--- src/rtl/sram_cache.sv ---
// Two-way set-associative write-back, write-allocate data cache. Line data lives in four
// external byte-lane SRAM banks; tags/valid/dirty/LRU are held in flops here.
module sram_cache (
  input  logic        clk,
  input  logic        rst,
  input  logic        ren,
  input  logic        wen,
  input  logic [31:0] addr,
  input  logic [31:0] din,
  input  logic [4:0]  loadcntrl,
  input  logic [2:0]  storecntrl,
  output logic [31:0] dout,
  output logic        cache_rdy,
  output logic        mem_ren,
  output logic        mem_wen,
  output logic [31:0] mem_addr,
  output logic [31:0] mem_din,
  input  logic [31:0] mem_dout,
  output logic [9:0]  cell_0_addr,
  output logic [7:0]  cell_0_din,
  output logic        cell_0_sense_en,
  output logic        cell_0_wen,
  input  logic [7:0]  cell_0_dout,
  output logic [9:0]  cell_1_addr,
  output logic [7:0]  cell_1_din,
  output logic        cell_1_sense_en,
  output logic        cell_1_wen,
  input  logic [7:0]  cell_1_dout,
  output logic [9:0]  cell_2_addr,
  output logic [7:0]  cell_2_din,
  output logic        cell_2_sense_en,
  output logic        cell_2_wen,
  input  logic [7:0]  cell_2_dout,
  output logic [9:0]  cell_3_addr,
  output logic [7:0]  cell_3_din,
  output logic        cell_3_sense_en,
  output logic        cell_3_wen,
  input  logic [7:0]  cell_3_dout
);

  typedef enum logic [2:0] {
    IDLE, LOOKUP, RESPOND, SRAM_TO_BUF, BUF_TO_MEM, MEM_TO_BUF, BUF_TO_SRAM
  } state_t;

  state_t      state, state_nxt;
  logic [5:0]  cnt;
  logic [5:0]  cap_idx;
  logic        req_store;
  logic [31:0] req_addr, req_din;
  logic [4:0]  req_lc;
  logic [2:0]  req_sc;
  logic [20:0] tag_q [16][2];
  logic [1:0]  valid_q [16];
  logic [1:0]  dirty_q [16];
  logic [15:0] lru_q;
  logic        victim_q;
  logic [20:0] victim_tag_q;
  logic [31:0] line_buf [32];

  logic [20:0] req_tag;
  logic [3:0]  req_idx;
  logic [4:0]  req_word;
  logic        hit0, hit1, hit, hit_way, victim_sel, victim_dirty;
  logic [31:0] bank_word, st_word;
  logic [3:0]  st_mask;

  logic [3:0][9:0] cell_addr_c;
  logic [3:0][7:0] cell_din_c;
  logic [3:0]      cell_se_c, cell_we_c;

  function automatic logic [31:0] fmt_load(input logic [31:0] w, input logic [1:0] ofs,
                                           input logic [4:0] lc);
    logic [31:0]        sh;
    logic signed [7:0]  b;
    logic signed [15:0] h;
    sh = w >> {ofs, 3'b000};
    b  = sh[7:0];
    h  = ofs[1] ? w[31:16] : w[15:0];
    case (lc)
      5'b00001: fmt_load = 32'(b);
      5'b00010: fmt_load = 32'(h);
      5'b01000: fmt_load = {24'b0, sh[7:0]};
      5'b10000: fmt_load = {16'b0, h[15:0]};
      default:  fmt_load = w;
    endcase
  endfunction

  function automatic logic [3:0] st_lanes(input logic [1:0] ofs, input logic [2:0] sc);
    case (sc)
      3'b001:  st_lanes = 4'b0001 << ofs;
      3'b010:  st_lanes = ofs[1] ? 4'b1100 : 4'b0011;
      default: st_lanes = 4'b1111;
    endcase
  endfunction

  function automatic logic [31:0] st_data(input logic [31:0] d, input logic [2:0] sc);
    case (sc)
      3'b001:  st_data = {4{d[7:0]}};
      3'b010:  st_data = {2{d[15:0]}};
      default: st_data = d;
    endcase
  endfunction

  assign req_tag  = req_addr[31:11];
  assign req_idx  = req_addr[10:7];
  assign req_word = req_addr[6:2];
  assign hit0     = valid_q[req_idx][0] && (tag_q[req_idx][0] == req_tag);
  assign hit1     = valid_q[req_idx][1] && (tag_q[req_idx][1] == req_tag);
  assign hit      = hit0 | hit1;
  assign hit_way  = hit1;
  // Fill an invalid way first (way 0 preferred), otherwise replace the LRU way.
  assign victim_sel   = !valid_q[req_idx][0] ? 1'b0 :
                        !valid_q[req_idx][1] ? 1'b1 : lru_q[req_idx];
  assign victim_dirty = valid_q[req_idx][victim_sel] & dirty_q[req_idx][victim_sel];
  assign bank_word    = {cell_3_dout, cell_2_dout, cell_1_dout, cell_0_dout};
  assign st_word      = st_data(req_din, req_sc);
  assign st_mask      = st_lanes(req_addr[1:0], req_sc);
  assign cap_idx      = cnt - 6'd1;

  always_comb begin
    state_nxt   = state;
    cache_rdy   = 1'b0;
    mem_ren     = 1'b0;
    mem_wen     = 1'b0;
    mem_addr    = '0;
    mem_din     = '0;
    cell_addr_c = '0;
    cell_din_c  = '0;
    cell_se_c   = '0;
    cell_we_c   = '0;
    case (state)
      IDLE: begin
        cache_rdy = 1'b1;
        if (ren || wen) state_nxt = LOOKUP;
      end
      LOOKUP: begin
        if (hit) begin
          for (int k = 0; k < 4; k++) begin
            cell_addr_c[k] = {hit_way, req_idx, req_word};
            cell_din_c[k]  = st_word[8*k +: 8];
          end
          if (req_store) cell_we_c = st_mask;
          else           cell_se_c = 4'hf;
          state_nxt = RESPOND;
        end else begin
          state_nxt = victim_dirty ? SRAM_TO_BUF : MEM_TO_BUF;
        end
      end
      RESPOND: state_nxt = IDLE;
      SRAM_TO_BUF: begin
        if (cnt < 6'd32) begin
          cell_se_c = 4'hf;
          for (int k = 0; k < 4; k++) cell_addr_c[k] = {victim_q, req_idx, cnt[4:0]};
        end else begin
          state_nxt = BUF_TO_MEM;
        end
      end
      BUF_TO_MEM: begin
        mem_wen  = 1'b1;
        mem_addr = {victim_tag_q, req_idx, cnt[4:0], 2'b00};
        mem_din  = line_buf[cnt[4:0]];
        if (cnt == 6'd31) state_nxt = MEM_TO_BUF;
      end
      MEM_TO_BUF: begin
        if (cnt < 6'd32) begin
          mem_ren  = 1'b1;
          mem_addr = {req_tag, req_idx, cnt[4:0], 2'b00};
        end else begin
          state_nxt = BUF_TO_SRAM;
        end
      end
      BUF_TO_SRAM: begin
        cell_we_c = 4'hf;
        for (int k = 0; k < 4; k++) begin
          cell_addr_c[k] = {victim_q, req_idx, cnt[4:0]};
          cell_din_c[k]  = line_buf[cnt[4:0]][8*k +: 8];
        end
        if (cnt == 6'd31) state_nxt = LOOKUP;
      end
      default: state_nxt = IDLE;
    endcase
  end

  // Control state: FSM, phase counter, cache metadata, load result.
  always_ff @(posedge clk) begin
    if (rst) begin
      state     <= IDLE;
      cnt       <= '0;
      req_store <= 1'b0;
      lru_q     <= '0;
      dout      <= '0;
      victim_q  <= 1'b0;
      for (int s = 0; s < 16; s++) begin
        valid_q[s]  <= '0;
        dirty_q[s]  <= '0;
        tag_q[s][0] <= '0;
        tag_q[s][1] <= '0;
      end
    end else begin
      state <= state_nxt;
      cnt   <= (state_nxt != state) ? 6'd0 : cnt + 6'd1;
      if (state == IDLE && (ren || wen)) req_store <= wen;
      if (state == LOOKUP) begin
        if (hit) begin
          lru_q[req_idx] <= ~hit_way;
          if (req_store) dirty_q[req_idx][hit_way] <= 1'b1;
        end else begin
          victim_q <= victim_sel;
        end
      end
      if (state == BUF_TO_SRAM && cnt == 6'd31) begin
        tag_q[req_idx][victim_q]   <= req_tag;
        valid_q[req_idx][victim_q] <= 1'b1;
        dirty_q[req_idx][victim_q] <= 1'b0;
      end
      if (state == RESPOND && !req_store) dout <= fmt_load(bank_word, req_addr[1:0], req_lc);
    end
  end

  // Datapath registers: request copy and line buffer.
  always_ff @(posedge clk) begin
    if (state == IDLE && (ren || wen)) begin
      req_addr <= addr;
      req_din  <= din;
      req_lc   <= $onehot(loadcntrl) ? loadcntrl : 5'b00100;
      req_sc   <= $onehot(storecntrl) ? storecntrl : 3'b100;
    end
    if (state == LOOKUP && !hit) victim_tag_q <= tag_q[req_idx][victim_sel];
    if (state == SRAM_TO_BUF && cnt != 6'd0) line_buf[cap_idx[4:0]] <= bank_word;
    if (state == MEM_TO_BUF && cnt != 6'd0)  line_buf[cap_idx[4:0]] <= mem_dout;
  end

  assign cell_0_addr = cell_addr_c[0];
  assign cell_1_addr = cell_addr_c[1];
  assign cell_2_addr = cell_addr_c[2];
  assign cell_3_addr = cell_addr_c[3];
  assign cell_0_din  = cell_din_c[0];
  assign cell_1_din  = cell_din_c[1];
  assign cell_2_din  = cell_din_c[2];
  assign cell_3_din  = cell_din_c[3];
  assign cell_0_sense_en = cell_se_c[0];
  assign cell_1_sense_en = cell_se_c[1];
  assign cell_2_sense_en = cell_se_c[2];
  assign cell_3_sense_en = cell_se_c[3];
  assign cell_0_wen = cell_we_c[0];
  assign cell_1_wen = cell_we_c[1];
  assign cell_2_wen = cell_we_c[2];
  assign cell_3_wen = cell_we_c[3];

endmodule

--- config.mk ---
export PLATFORM = sky130hd
export DESIGN_NAME = sram_cache
export DESIGN_NICKNAME = d
export VERILOG_FILES = /design/src/rtl/sram_cache.sv
export SDC_FILE = /design/constraint.sdc
export NUM_CORES = 2
export LEC_CHECK = 0
export BUFFER_PORTS_ARGS = -buffer_cell sky130_fd_sc_hd__buf_2
export CAP_MARGIN = 20
export CORE_ASPECT_RATIO = 0.6
export CORE_MARGIN = 3
export CORE_UTILIZATION = 50
export CTS_CLUSTER_DIAMETER = 50
export DETAILED_ROUTE_END_ITERATION = 7
export HOLD_SLACK_MARGIN = 0.15
export PLACE_DENSITY_LB_ADDON = 0.1
export SYNTH_ARGS = -nofsm -noshare
export SYNTH_HDL_FRONTEND = slang
export SYNTH_SLANG_ARGS = --single-unit
--- constraint.sdc ---
create_clock -name clk -period 6.6 [get_ports clk]
set_input_delay 0.66 -clock clk [delete_from_list [all_inputs] [get_ports clk]]
set_output_delay 0.66 -clock clk [all_outputs]
set_load 0.02 [all_outputs]
==> metrics.md <==
| Metric | Value |
|---|---|
| Largest family of logic cells by synthesized area | `multiplexers` |
| Slowest stage cell, crit path | `dfxtp_4` |
| Synth Area in Compound Gates | `4.393%` |
| Post-route ant nets | `0` |
| Max cap viols | `0` |
| H-tree depth | `4` |
| CP max FO | `64` |
| Min Tclk post-route | `6.489 ns` |
| Register area share after synthesis | `68.10%` |
| Syn Inst Count | `4,961` |
| Root Buffer | `clkbuf_16` |
| Post-Route Setup TNS | `0 ns` |
| Final HPWL DP | `183,000 µm` |
| Post-Synth Simple-Gate Area | `8.166%` |
| Yosys cell types | `85` |
| Top-count cell post-synth | `edfxtp_1` |
| WL/cell | `35.72 µm` |
| Synth area leaders | `edfxtp_1, mux4_2, mux2i_1, dfxtp_1, and2_1` |
| Routed WL | `276,400 µm` |
| Multiplexer share of the synthesized area | `15.91%` |
| Fin cells | `7,739` |
| PortBufs | `316` |
| Reg2Reg Setup Slack | `1.16 ns` |
| RSZ-0062 raised after global routing | `no` |
| Grt total ovfl | `0` |
| Status | `completed` |
| Dpl cells | `7,295` |
| FF-to-FF End | `victim_tag_q[4]` |
| Detailed Routing Iterations Pass 1 | `6` |
| WS Path Type | `flop to primary output` |
| Worst setup margin | `0.1108 ns` |
| Clock sinks | `1,916` |
| Max clock buf depth | `4` |
| Initial antenna violation count | `30` |
| CP top delay family | `multiplexers` |
| Pwr Density | `307.8 nW/µm²` |
| Pwr Total | `29.28 mW` |
| Cell taking the most area after synthesis | `edfxtp_1` |
| Max-slew violations | `0` |
| DRC Markers | `0` |
| Cell Chain, Critical Path | `buf_12 -> mux4_2 -> mux2i_1 -> nor3_1 -> a2111oi_1 -> nand4b_1 -> nor4b_4 -> o21ai_4 -> buf_4 -> o21ai_0 -> buf_2` |
| Worst hold stages | `2` |
| Total of warnings raised by yosys | `0` |
| Worst IR Drop VDD | `0.1953 mV` |
| Die X | `532.3 µm` |
| Final setup violation count | `0` |
| WP data required | `5.94 ns` |
| Slew Limit Headroom | `14.23%` |
| Post-synthesis adder-cell area fraction | `0.1777%` |
| Num ports | `319` |
| Vias in the first global route | `47,700` |
| Post-synth ARST share | `0%` |
| Yosys top cell area share | `65.81%` |
| Worst-Skew Late Latency | `0.84 ns` |
| Initial Util | `50.52%` |
| Syn Std Cell Area | `83,090 µm²` |
| Post-synth top cells | `edfxtp_1, mux4_2, clkbuf_1, and2_1, and3_1` |
| Avg Cell Area, Syn | `16.75 µm²` |
| Vias per cell | `6.641` |
| Worst Hold End | `req_lc[3]` |
| Slowest cell delay on critical path | `0.80 ns` |
| Xor/xnor cell area share of the yosys netlist | `0.5376%` |
| Smallest hold slack | `0.2009 ns` |
| Largest net degree at the start of global routing | `289` |
| Min-Delay Path Class | `input port to flop` |
| Worst Tran Pin Value | `1.287 ns` |
| Total GRT Usage | `31.88%` |
| GP Congestion | `0.9958` |
| Worst Reg2Reg Path Length in Cells | `12` |
| TritonCTS buffer count | `187` |
| Commonest register cell after synthesis | `edfxtp_1` |
| Post-synth EDFFs | `1,821` |
| Share of cells above drive strength 1 | `27.78%` |
| Die area | `171,300 µm²` |
| Min-delay src | `loadcntrl[3]` |
| Critical path arrival | `5.83 ns` |
| Worst path bufs/invs | `3` |
| Initial DRC count | `8,857` |
| Highest Clock Rate | `0.1541 GHz` |
| Fin nets | `5,522` |
| Final hold violations | `0` |
| Worst-path clk slew | `0.06 ns` |
| Pre-CTS WS | `0.9746 ns` |
| Pleak | `33.22 nW` |
| Die H | `321.8 µm` |
| Crit start category | `flop` |
| Global-route wire length before repair | `383,800 µm` |
| CP endpoint kind | `primary output` |
| Final period util | `98.32%` |
| #FFs+latches synth | `1,916` |
| # rows | `115` |
| Vias | `51,400` |
| Core ar. | `164,500 µm²` |
| Synth-to-layout area growth | `14.48%` |
| CTS tree | `yes` |
| Setup Skew | `0.03851 ns` |
[repair_timing]
action                                  4_1_cts  5_1_grt
gates resized for setup                       0        1
buffers inserted                              0        6
endpoints found under the setup margin        0       28
endpoints found under the hold margin        94        0
hold buffers                                 96        0
[routing by layer]
metal  global-route usage, %  wire length, µm
met5                       0               41
met4                   5.359             4564
met3                   11.42            42390
met2                   39.34           105300
met1                   53.40           124200
[cell usage in the layout, fill, tap and decap left out, types with 23 or more instances in the layout]
master / count
clkinv_2: 36
o21ai_2: 33
nor2_1: 146
nor2b_1: 29
a22o_1: 54
nand2b_1: 24
mux2i_1: 217
a31oi_1: 33
buf_4: 239
and2_1: 267
nor3_1: 203
nor2_4: 32
a21oi_1: 59
clkbuf_1: 32
nand3_1: 41
mux2_2: 66
inv_1: 23
xnor2_1: 32
buf_2: 316
o21ai_0: 87
clkinv_1: 38
clkbuf_16: 190
a22oi_1: 36
mux4_2: 450
dlygate4sd3_1: 96
and3_1: 262
dfxtp_1: 88
nand2_1: 126
edfxtp_1: 1821
o21bai_1: 33
o22ai_2: 24
[logic make-up after synthesis]
group                    count (synthesis)
AND/OR/NAND/NOR                       1235
adder cells (fa/ha/maj)                 10
XOR/XNOR                                51
AO/OA/AOI/OAI                          513
multiplexers                           742
buffers and inverters                  493
other                                    1
flip-flops                            1916
[power breakdown]
part,switching (mW),leakage [nW],internal [mW]
Clock,4.68,2.91,5.99
Combinational,2.98,12.5,1.65
Sequential,0.338,17.8,13.6
Total,8.00,33.2,21.3
[layout make-up]
class / instances / area [µm²]
tap: 2223 / 2781
antenna: 5 / 12.51
fill: 12550 / 69350
timing repair buffer: 681 / 4876
clock inverter: 106 / 1032
sequential: 1916 / 56610
inverter: 33 / 131.4
clock buffer: 222 / 4875
multi-input combinational: 2553 / 24800
[flip-flops by register name, indices dropped and copies added, names as in the netlist, 5 cells and up, named ones only]
name / cells
req_addr: 32
valid_q: 32
req_lc: 5
dirty_q: 32
req_din: 32
victim_tag_q: 21
tag_q: 672
lru_q: 16
line_buf: 1024
dout: 32
cnt: 6
[per-stage QoR]
step | util [%] | instance area (µm²)
floorplan | - | 83090
global placement | 53.43 | 87870
detailed placement | 53.53 | 88040
CTS | 57.71 | 94910
global route | 57.83 | 95110
finish | 57.84 | 95120
[worst register-to-register path, delay by kind of cell (launching register included)]
| kind | cells | cell delay (ns) |
|---|---|---|
| buf+inv | 4 | 1.57 |
| mux | 2 | 0.82 |
| compound gates | 3 | 0.62 |
| simple gates | 3 | 1.23 |
| flops | 1 | 0.80 |
[worst max-delay path by stage]
stage,from,to,slack (ns),cells past startpoint
after floorplan,flop,cell_1_addr[5],2.23,13
after global placement,flop,cell_2_wen,1.01,12
after detailed placement,flop,cell_0_wen,0.97,12
after CTS,flop,cell_0_wen,0.1,12
after global routing,flop,cell_0_wen,0.0007,11
final,flop,cell_3_wen,0.11,11
(Power assumes the default switching activity.)
